**config.mk**
```make
export PLATFORM = sky130hd
export DESIGN_NAME = lane_deskew_aggregator
export DESIGN_NICKNAME = d
export VERILOG_FILES = /design/src/rtl/lane_deskew_aggregator.sv
export SDC_FILE = /design/constraint.sdc
export NUM_CORES = 1
export LEC_CHECK = 0
export ABC_AREA = 1
export CAP_MARGIN = 20
export CORE_MARGIN = 3
export CORE_UTILIZATION = 53
export CTS_CLUSTER_SIZE = 8
export DETAILED_ROUTE_END_ITERATION = 8
export PLACE_DENSITY_LB_ADDON = 0.15
export SETUP_SLACK_MARGIN = 0.3
export SYNTH_ARGS = -nofsm -noshare
export SYNTH_HDL_FRONTEND = slang
export SYNTH_SLANG_ARGS = --single-unit
```
**constraint.sdc**
```tcl
create_clock -name clk -period 5.6 [get_ports clk]
set_clock_uncertainty 0.2 [all_clocks]
set_input_delay 1.4 -clock clk [delete_from_list [all_inputs] [get_ports clk]]
set_output_delay 1.4 -clock clk [all_outputs]
set_load 0.01 [all_outputs]
```
**src/rtl/lane_deskew_aggregator.sv**
```systemverilog
// ---------------------------------------------------------------------------
// lane_deskew_aggregator
//
// Receive-path lane aggregator. Each physical lane feeds its own elastic FIFO
// so lanes may arrive skewed by several beats. Once every enabled lane holds
// at least one beat, one beat is popped from every enabled FIFO and
// registered as a single full-width output beat (valid/ready handshake).
// A skew watchdog flushes all FIFOs if lanes stay partially filled for
// SKEW_LIMIT cycles. Any change of the lane-enable mask also flushes.
//
// Ports:
//   clk, rst          clock, synchronous active-high reset
//   lane_enable       per-lane participation mask
//   lane_valid/ready  per-lane push handshake
//   lane_data         lane i at [i*LANE_WIDTH +: LANE_WIDTH]
//   out_valid/ready   aggregated beat handshake
//   out_data          aggregated beat, disabled lane slices are zero
//   out_lane_mask     enable mask in force when the beat was formed
//   skew_err          sticky skew error, cleared by clear_err
//   flush_count       number of skew flushes, saturating at 255
// ---------------------------------------------------------------------------
module lane_deskew_aggregator #(
  parameter int NUM_LANES  = 4,
  parameter int LANE_WIDTH = 32,
  parameter int FIFO_DEPTH = 8,
  parameter int SKEW_LIMIT = 16
) (
  input  logic                            clk,
  input  logic                            rst,
  input  logic [NUM_LANES-1:0]            lane_enable,
  input  logic [NUM_LANES-1:0]            lane_valid,
  input  logic [NUM_LANES*LANE_WIDTH-1:0] lane_data,
  output logic [NUM_LANES-1:0]            lane_ready,
  output logic                            out_valid,
  output logic [NUM_LANES*LANE_WIDTH-1:0] out_data,
  output logic [NUM_LANES-1:0]            out_lane_mask,
  input  logic                            out_ready,
  output logic                            skew_err,
  input  logic                            clear_err,
  output logic [7:0]                      flush_count
);

  localparam int AW = $clog2(FIFO_DEPTH);
  localparam int PW = AW + 1;
  localparam int CW = $clog2(SKEW_LIMIT + 1);
  localparam logic [CW-1:0] SKEW_LAST = CW'(SKEW_LIMIT - 1);

  logic [LANE_WIDTH-1:0]           mem_q [NUM_LANES][FIFO_DEPTH];
  logic [LANE_WIDTH-1:0]           mem_d [NUM_LANES][FIFO_DEPTH];
  logic [PW-1:0]                   wr_ptr_q [NUM_LANES];
  logic [PW-1:0]                   wr_ptr_d [NUM_LANES];
  logic [PW-1:0]                   rd_ptr_q [NUM_LANES];
  logic [PW-1:0]                   rd_ptr_d [NUM_LANES];
  logic [CW-1:0]                   skew_cnt_q, skew_cnt_d;
  logic                            out_valid_q, out_valid_d;
  logic [NUM_LANES*LANE_WIDTH-1:0] out_data_q, out_data_d;
  logic [NUM_LANES-1:0]            out_lane_mask_q, out_lane_mask_d;
  logic                            skew_err_q, skew_err_d;
  logic [7:0]                      flush_count_q, flush_count_d;
  logic [NUM_LANES-1:0]            lane_enable_q, lane_enable_d;

  logic [NUM_LANES-1:0] fifo_empty;
  logic [NUM_LANES-1:0] fifo_full;
  logic                 enable_change;
  logic                 any_empty;
  logic                 any_nonempty;
  logic                 aligned;
  logic                 partial;
  logic                 pop;
  logic                 skew_flush;
  logic                 flush;

  // FIFO status, push readiness and alignment decisions
  always_comb begin
    enable_change = (lane_enable != lane_enable_q);
    any_empty     = 1'b0;
    any_nonempty  = 1'b0;
    fifo_empty    = '0;
    fifo_full     = '0;
    lane_ready    = '0;
    for (int i = 0; i < NUM_LANES; i++) begin
      fifo_empty[i] = (wr_ptr_q[i] == rd_ptr_q[i]);
      fifo_full[i]  = (wr_ptr_q[i][AW-1:0] == rd_ptr_q[i][AW-1:0]) &&
                      (wr_ptr_q[i][AW] != rd_ptr_q[i][AW]);
      if (lane_enable[i]) begin
        if (fifo_empty[i]) any_empty    = 1'b1;
        else               any_nonempty = 1'b1;
      end
      // A mask change flushes everything on this edge, so refuse data rather
      // than silently dropping it; otherwise readiness is FIFO state only.
      if (enable_change)       lane_ready[i] = 1'b0;
      else if (lane_enable[i]) lane_ready[i] = !fifo_full[i];
      else                     lane_ready[i] = 1'b1;
    end
    aligned    = (|lane_enable) && !any_empty && !enable_change;
    partial    = any_nonempty && any_empty && !enable_change;
    pop        = aligned && (!out_valid_q || out_ready);
    skew_flush = partial && (skew_cnt_q == SKEW_LAST);
    flush      = skew_flush || enable_change;
  end

  // Next-state computation
  always_comb begin
    mem_d           = mem_q;
    wr_ptr_d        = wr_ptr_q;
    rd_ptr_d        = rd_ptr_q;
    out_valid_d     = out_valid_q;
    out_data_d      = out_data_q;
    out_lane_mask_d = out_lane_mask_q;
    skew_cnt_d      = skew_cnt_q;
    skew_err_d      = skew_err_q;
    flush_count_d   = flush_count_q;
    lane_enable_d   = lane_enable;

    for (int i = 0; i < NUM_LANES; i++) begin
      if (flush) begin
        wr_ptr_d[i] = '0;
        rd_ptr_d[i] = '0;
      end else begin
        // disabled lanes accept and discard
        if (lane_enable[i] && lane_valid[i] && lane_ready[i]) begin
          mem_d[i][wr_ptr_q[i][AW-1:0]] = lane_data[i*LANE_WIDTH +: LANE_WIDTH];
          wr_ptr_d[i] = wr_ptr_q[i] + PW'(1);
        end
        if (pop && lane_enable[i]) begin
          rd_ptr_d[i] = rd_ptr_q[i] + PW'(1);
        end
      end
    end

    if (pop) begin
      out_valid_d     = 1'b1;
      out_lane_mask_d = lane_enable;
      for (int i = 0; i < NUM_LANES; i++) begin
        out_data_d[i*LANE_WIDTH +: LANE_WIDTH] =
          lane_enable[i] ? mem_q[i][rd_ptr_q[i][AW-1:0]] : '0;
      end
    end else if (out_valid_q && out_ready) begin
      out_valid_d = 1'b0;
    end

    if (flush || !partial) skew_cnt_d = '0;
    else                   skew_cnt_d = skew_cnt_q + CW'(1);

    // a set in the same cycle as clear_err wins
    if (skew_flush)     skew_err_d = 1'b1;
    else if (clear_err) skew_err_d = 1'b0;

    if (skew_flush && (flush_count_q != 8'hFF)) begin
      flush_count_d = flush_count_q + 8'd1;
    end
  end

  always_ff @(posedge clk) begin
    if (rst) begin
      for (int i = 0; i < NUM_LANES; i++) begin
        wr_ptr_q[i] <= '0;
        rd_ptr_q[i] <= '0;
      end
      skew_cnt_q      <= '0;
      out_valid_q     <= 1'b0;
      out_data_q      <= '0;
      out_lane_mask_q <= '0;
      skew_err_q      <= 1'b0;
      flush_count_q   <= '0;
      lane_enable_q   <= '0;
    end else begin
      wr_ptr_q        <= wr_ptr_d;
      rd_ptr_q        <= rd_ptr_d;
      skew_cnt_q      <= skew_cnt_d;
      out_valid_q     <= out_valid_d;
      out_data_q      <= out_data_d;
      out_lane_mask_q <= out_lane_mask_d;
      skew_err_q      <= skew_err_d;
      flush_count_q   <= flush_count_d;
      lane_enable_q   <= lane_enable_d;
    end
  end

  // storage needs no reset: pointers define what is valid
  always_ff @(posedge clk) begin
    mem_q <= mem_d;
  end

  assign out_valid     = out_valid_q;
  assign out_data      = out_data_q;
  assign out_lane_mask = out_lane_mask_q;
  assign skew_err      = skew_err_q;
  assign flush_count   = flush_count_q;

endmodule

```
Word level (Yosys, flattened, before mapping)
Cells that the tools add are included.
{"block": "op_classes", "n_eq_ne": 15, "add_sub_neg": 10, "bitwise_logic": 9, "n_mux": 56, "n_reduce_logical": 48, "order_cmp": 12}
{"op": "bitwise mux 256 bit", "count": 4}
{"op": "two-way mux 32 bit", "count": 16}
{"op": "binary-select mux 32 bit (select 3 bit)", "count": 4}
{"op": "demux 32 bit (select 3 bit)", "count": 4}
{"op": "adder 4 x 1 -> 4 bit (second input constant)", "count": 8}
{"op": ">= comparator 4 bit (second input constant)", "count": 8}
{"op": "NOT 3 -> 4 bit", "count": 8}
{"op": "logical AND 1 bit", "count": 28}
{"op": "two-way mux 1 bit", "count": 28}
{"op": "== test 4 bit", "count": 4}
{"op": "less-than comparator 4 x 1 -> 1 bit (second input constant)", "count": 4}
{"op": "== test 3 bit", "count": 4}
{"op": "adder 8 x 1 -> 8 bit (second input constant)", "count": 1}
{"op": "logical NOT 1 bit", "count": 8}
{"op": "inequality test 8 bit (second input constant)", "count": 1}
{"op": "AND reduction 2 bit", "count": 4}
{"op": "adder 5 x 1 -> 5 bit (second input constant)", "count": 1}
{"op": "== test 5 x 4 -> 1 bit (second input constant)", "count": 1}
{"op": "inequality test 1 bit", "count": 4}
{"op": "inequality test 4 bit", "count": 1}
{"op": "nonzero test 2 bit", "count": 2}
{"op": "OR reduction 2 bit", "count": 2}
{"op": "OR reduction 4 bit", "count": 1}
{"op": "logical OR 1 bit", "count": 3}
{"op": "NOT 1 bit", "count": 1}
{"block": "totals", "output_inout_bits": 146, "regBits": 1207}

Longest topological paths before layout
{"block": "logic_depth", "depth_word": 15, "depth_mapped": 14, "ltp_nobuf": 13}

Worst setup path after synthesis
Ideal clock, no wire load.
{"block": "synth_path", "path_type": "in2reg", "from": "in lane_enable[1]", "to": "reg mem_q[32] in the netlist's numbering (enable)", "t_required_ps": 4939, "slack_ps": 75, "n_path_buf": 0, "arrival_ps": 4864, "stages": 8, "cell_sequence": "or2_1 a21oi_1 nand2_2 a31oi_2 nand3_1 nor2_1 nand2_1 nor3_1"}
{"block": "synth_between", "word_cells_on_any_way": 20, "cone_classes": "1 x eq/ne; 11 x mux; 1 x bitwise; 7 x reduce/logical"}
{"item": "start: declaration", "line_no": "30", "text": "input logic [NUM_LANES-1:0] lane_enable,"}
{"item": "inequality test 4 bit", "line_no": "75", "text": "enable_change = (lane_enable != lane_enable_q);"}
{"item": "two-way mux 1 bit", "line_no": "91", "text": "if (enable_change) lane_ready[i] = 1'b0;"}
{"item": "net lane_ready[3]", "line_no": "33", "text": "output logic [NUM_LANES-1:0] lane_ready,"}
{"item": "logical AND 1 bit", "line_no": "121", "text": "if (lane_enable[i] && lane_valid[i] && lane_ready[i]) begin"}
{"item": "AND reduction 2 bit (no line)"}
{"item": "end signal: assignment", "line_no": "182", "text": "mem_q <= mem_d;"}
{"item": "end: declaration", "line_no": "48", "text": "logic [LANE_WIDTH-1:0] mem_q [NUM_LANES][FIFO_DEPTH];"}
The timed path passes the listed nets, and every way through them passes these cells.
A chain may end at the register's enable or synchronous reset.

Worst setup path in the final report
{"block": "layout_path", "from": "in lane_enable[0]", "to": "out lane_ready[3]"}
{"block": "layout_between", "elab_chain_cells": 2}
{"item": "inequality test 4 bit", "line_no": "75"}
{"item": "two-way mux 1 bit", "line_no": "91"}
{"item": "end: declaration", "line_no": "33"}
No other way between the ends.

==> flow_metrics.py <==
metrics = {
    "clock_network": {
        "cts.clk_slew.worst_paths_ns": 0.05,
        "cts_tree": "built",
        "worstSkewPairLatency_ns": 0.73,
        "cts_max_level": 4,
        "ctsHoldBuffers": 0,
        "clockRootBuffer": "clkbuf_16",
        "cts-buffers-inserted": 169,
        "numClockSinks": 1207,
        "ctsLongestPathBuffers": 3,
    },
    "synth": {
        "synth_ff_type": "edfxtp_1",
        "async_reset_ff_share_pct": 0,
        "yosysWarnings": 0,
        "ys_types": 30,
        "synthCells": 3845,
        "synth_fp_nets": 3996,
        "avgSynthCellArea_um2": 12.16,
        "synth_edf_count": 1024,
        "ys_ff_latch": 1207,
        "netlist_area_um2": 46760,
        "synth_seq_area_share_pct": 73.59,
    },
    "route": {
        "drtAntennaViolNets": 0,
        "vias": 30480,
        "vias_per_cell": 5.610,
        "post_drt_wl_per_cell_um": 20.73,
        "first_pass_iters": 6,
        "drc": 0,
        "drt_wl_total_um": 112600,
        "drtIter0Drc": 2469,
    },
    "sta": {
        "finalSetupTns_ns": 0,
        "setup_violations": 0,
        "fmax_mhz": 191.7,
        "fin_crit_sh_pct": 93.13,
        "tightest_slew_ns": 1.003,
        "fin_crit_ns": 5.215,
        "timing.final.hold_violations": 0,
        "setup_slack_ns": 0.3846,
        "hold_ws_ns": 0.2476,
        "report.final.slew_viol_count": 0,
        "rsz0062_at_grt": "false",
        "max-slew-margin-rel_pct": 33.13,
    },
    "final_layout": {
        "regArea_um2": 34430,
        "drive_gt1_share_pct": 7.653,
        "fillers": 6609,
        "final_cell_mix": "edfxtp_1, nand2_1, nor2_1",
        "multi_input_area_um2": 11410,
        "syn2layout_area_growth_pct": 19.94,
        "fin_cells": 5433,
        "fin_nets": 4283,
        "final_common_cell": "edfxtp_1",
    },
    "status": {
        "outcome": "finished clean",
    },
    "pwr": {
        "internal-power_uw": 15600,
        "power.density_nw_per_um2": 344.8,
        "switchingPower_uw": 3739,
        "seqPwrFrac_pct": 50.4,
        "ir_drop_v": 0.0003220,
        "combinationalPowerShare_pct": 1.4,
        "p_sw_share_pct": 19.33,
        "leakage_uw": 0.01859,
        "power_frac_clock_pct": 48.2,
    },
    "floorplanning": {
        "io_pins": 286,
        "start_util_pct": 53.65,
        "num_rows": 108,
        "fp.dieH_um": 303.0,
        "core_um2": 87160,
        "die-area_um2": 91840,
        "die_x_um": 303.0,
    },
    "job": {
        "cap_violations": 0,
    },
    "placed_design": {
        "io_buffers": 285,
        "dpl.cell_count": 5116,
        "hpwl_um": 62260,
        "gp_congestion": 0.7670,
        "pre_cts_ws_ns": 0.3252,
    },
    "global_route": {
        "grt_pass1_vias": 30320,
        "antenna_found_initial": 9,
        "grt_overflow_total": 0,
        "grt_max_degree": 93,
        "grt.total_usage_pct": 24.63,
        "grt_pass1_wl_um": 173500,
    },
    "setup_path": {
        "worstPathArrival_ns": 3.62,
        "crit_path_start_kind": "input pin",
        "end_kind": "output pin",
        "critPathMaxFanout": 7,
        "crit_required_ns": 4.00,
        "crit_type": "in -> out",
    },
    "hold_path": {
        "hold_path.class": "reg -> reg",
    },
}
==> layer usage <==
metal | vias up | global-route usage [%] | part of all wire [%]
li1 | 14470 | - | -
met1 | 14910 | 32.90 | 42
met2 | 906 | 40.66 | 49
met3 | 193 | 5.145 | 6.5
met4 | 8 | 7.945 | 2.2
met5 | - | 0 | 0.044
==> cells by family after synthesis <==
logic type | after synthesis | synth area share, %
compound gates | 581 | 7.181
simple gates | 1715 | 15.89
buf+inv | 305 | 2.558
fa+ha+maj | 11 | 0.2943
xor+xnor | 26 | 0.4869
flops | 1207 | 73.59
==> flip-flops by register name (all words and copies together), names as in the netlist <==
| register | count |
|---|---|
| skew_cnt_q | 5 |
| wr_ptr_q | 16 |
| skew_err | 1 |
| rd_ptr_q | 16 |
| out_valid | 1 |
| out_data | 128 |
| mem_q | 1024 |
| flush_count | 8 |
| out_lane_mask | 4 |
| lane_enable_q | 4 |
==> per-stage QoR <==
stage | instance area [um2] | utilization (%) | total power (uW)
global route | 56080 | 64.35 | 19880
global placement | 51150 | 58.68 | 10190
CTS | 56070 | 64.33 | 19500
detailed placement | 51150 | 58.68 | 10190
finish | 56090 | 64.35 | 19340
floorplan | 46780 | - | 9970
==> critical path, cell delays in order <==
cell             delay (ns)
clkdlybuf4s50_1        0.52
xor2_1                 0.27
a21oi_1                0.19
nand2_2                0.21
a31oi_2                0.32
clkdlybuf4s50_1        0.69
==> worst paths after layout <==
path	from	to	slack (ns)	cells past startpoint
worst max register to register	rd_ptr_q[8]	mem_q[168]	1.44	14
worst min register to register	skew_cnt_q[0]	skew_cnt_q[0]	0.25	1
worst min-delay path	skew_cnt_q[0]	skew_cnt_q[0]	0.25	1
worst max-delay path	lane_enable[0]	lane_ready[3]	0.38	6
==> cell usage after synthesis, types with 18 or more instances <==
library cell / number / area [um2]
edfxtp_1: 1024 / 30750
nand2_1: 802 / 3010
nor2_1: 381 / 1430
nand3_1: 280 / 1401
o21ai_0: 278 / 1391
clkbuf_1: 198 / 743.2
dfxtp_1: 183 / 3664
a21oi_1: 164 / 820.8
nand4_1: 126 / 788.3
o221ai_1: 107 / 937.2
or2_0: 107 / 669.4
inv_1: 40 / 150.1
buf_2: 29 / 145.1
a31oi_1: 21 / 131.4
buf_1: 20 / 75.07
xor2_1: 18 / 157.7
==> area by class of cell <==
type / instances / area share, %
multi-input combinational: 2333 / 20.35
timing repair buffer: 365 / 6.503
inverter: 56 / 0.3904
sequential: 1207 / 61.38
clock buffer: 302 / 8.582
tap: 1155 / 2.577
antenna: 5 / 0.02231
clock inverter: 10 / 0.1941
==> power groups by stage <==
stage          Combinational, uW  Clock (uW)  Sequential (uW)
4_1_cts                      267        9480             9750
5_1_grt                      286        9850             9740
2_1_floorplan               39.5           0             9930
6_report                     264        9320             9750
3_3_place_gp                 261           0             9920
3_5_place_dp                 266           0             9930
==> what timing repair did <==
item / in CTS / in global routing
hold endpoints to repair: 0 / 0
gates resized for setup: 0 / 5
setup endpoints to repair: 0 / 4
buffers inserted: 0 / 0
No activity file was read; power rests on OpenSTA's default activity.
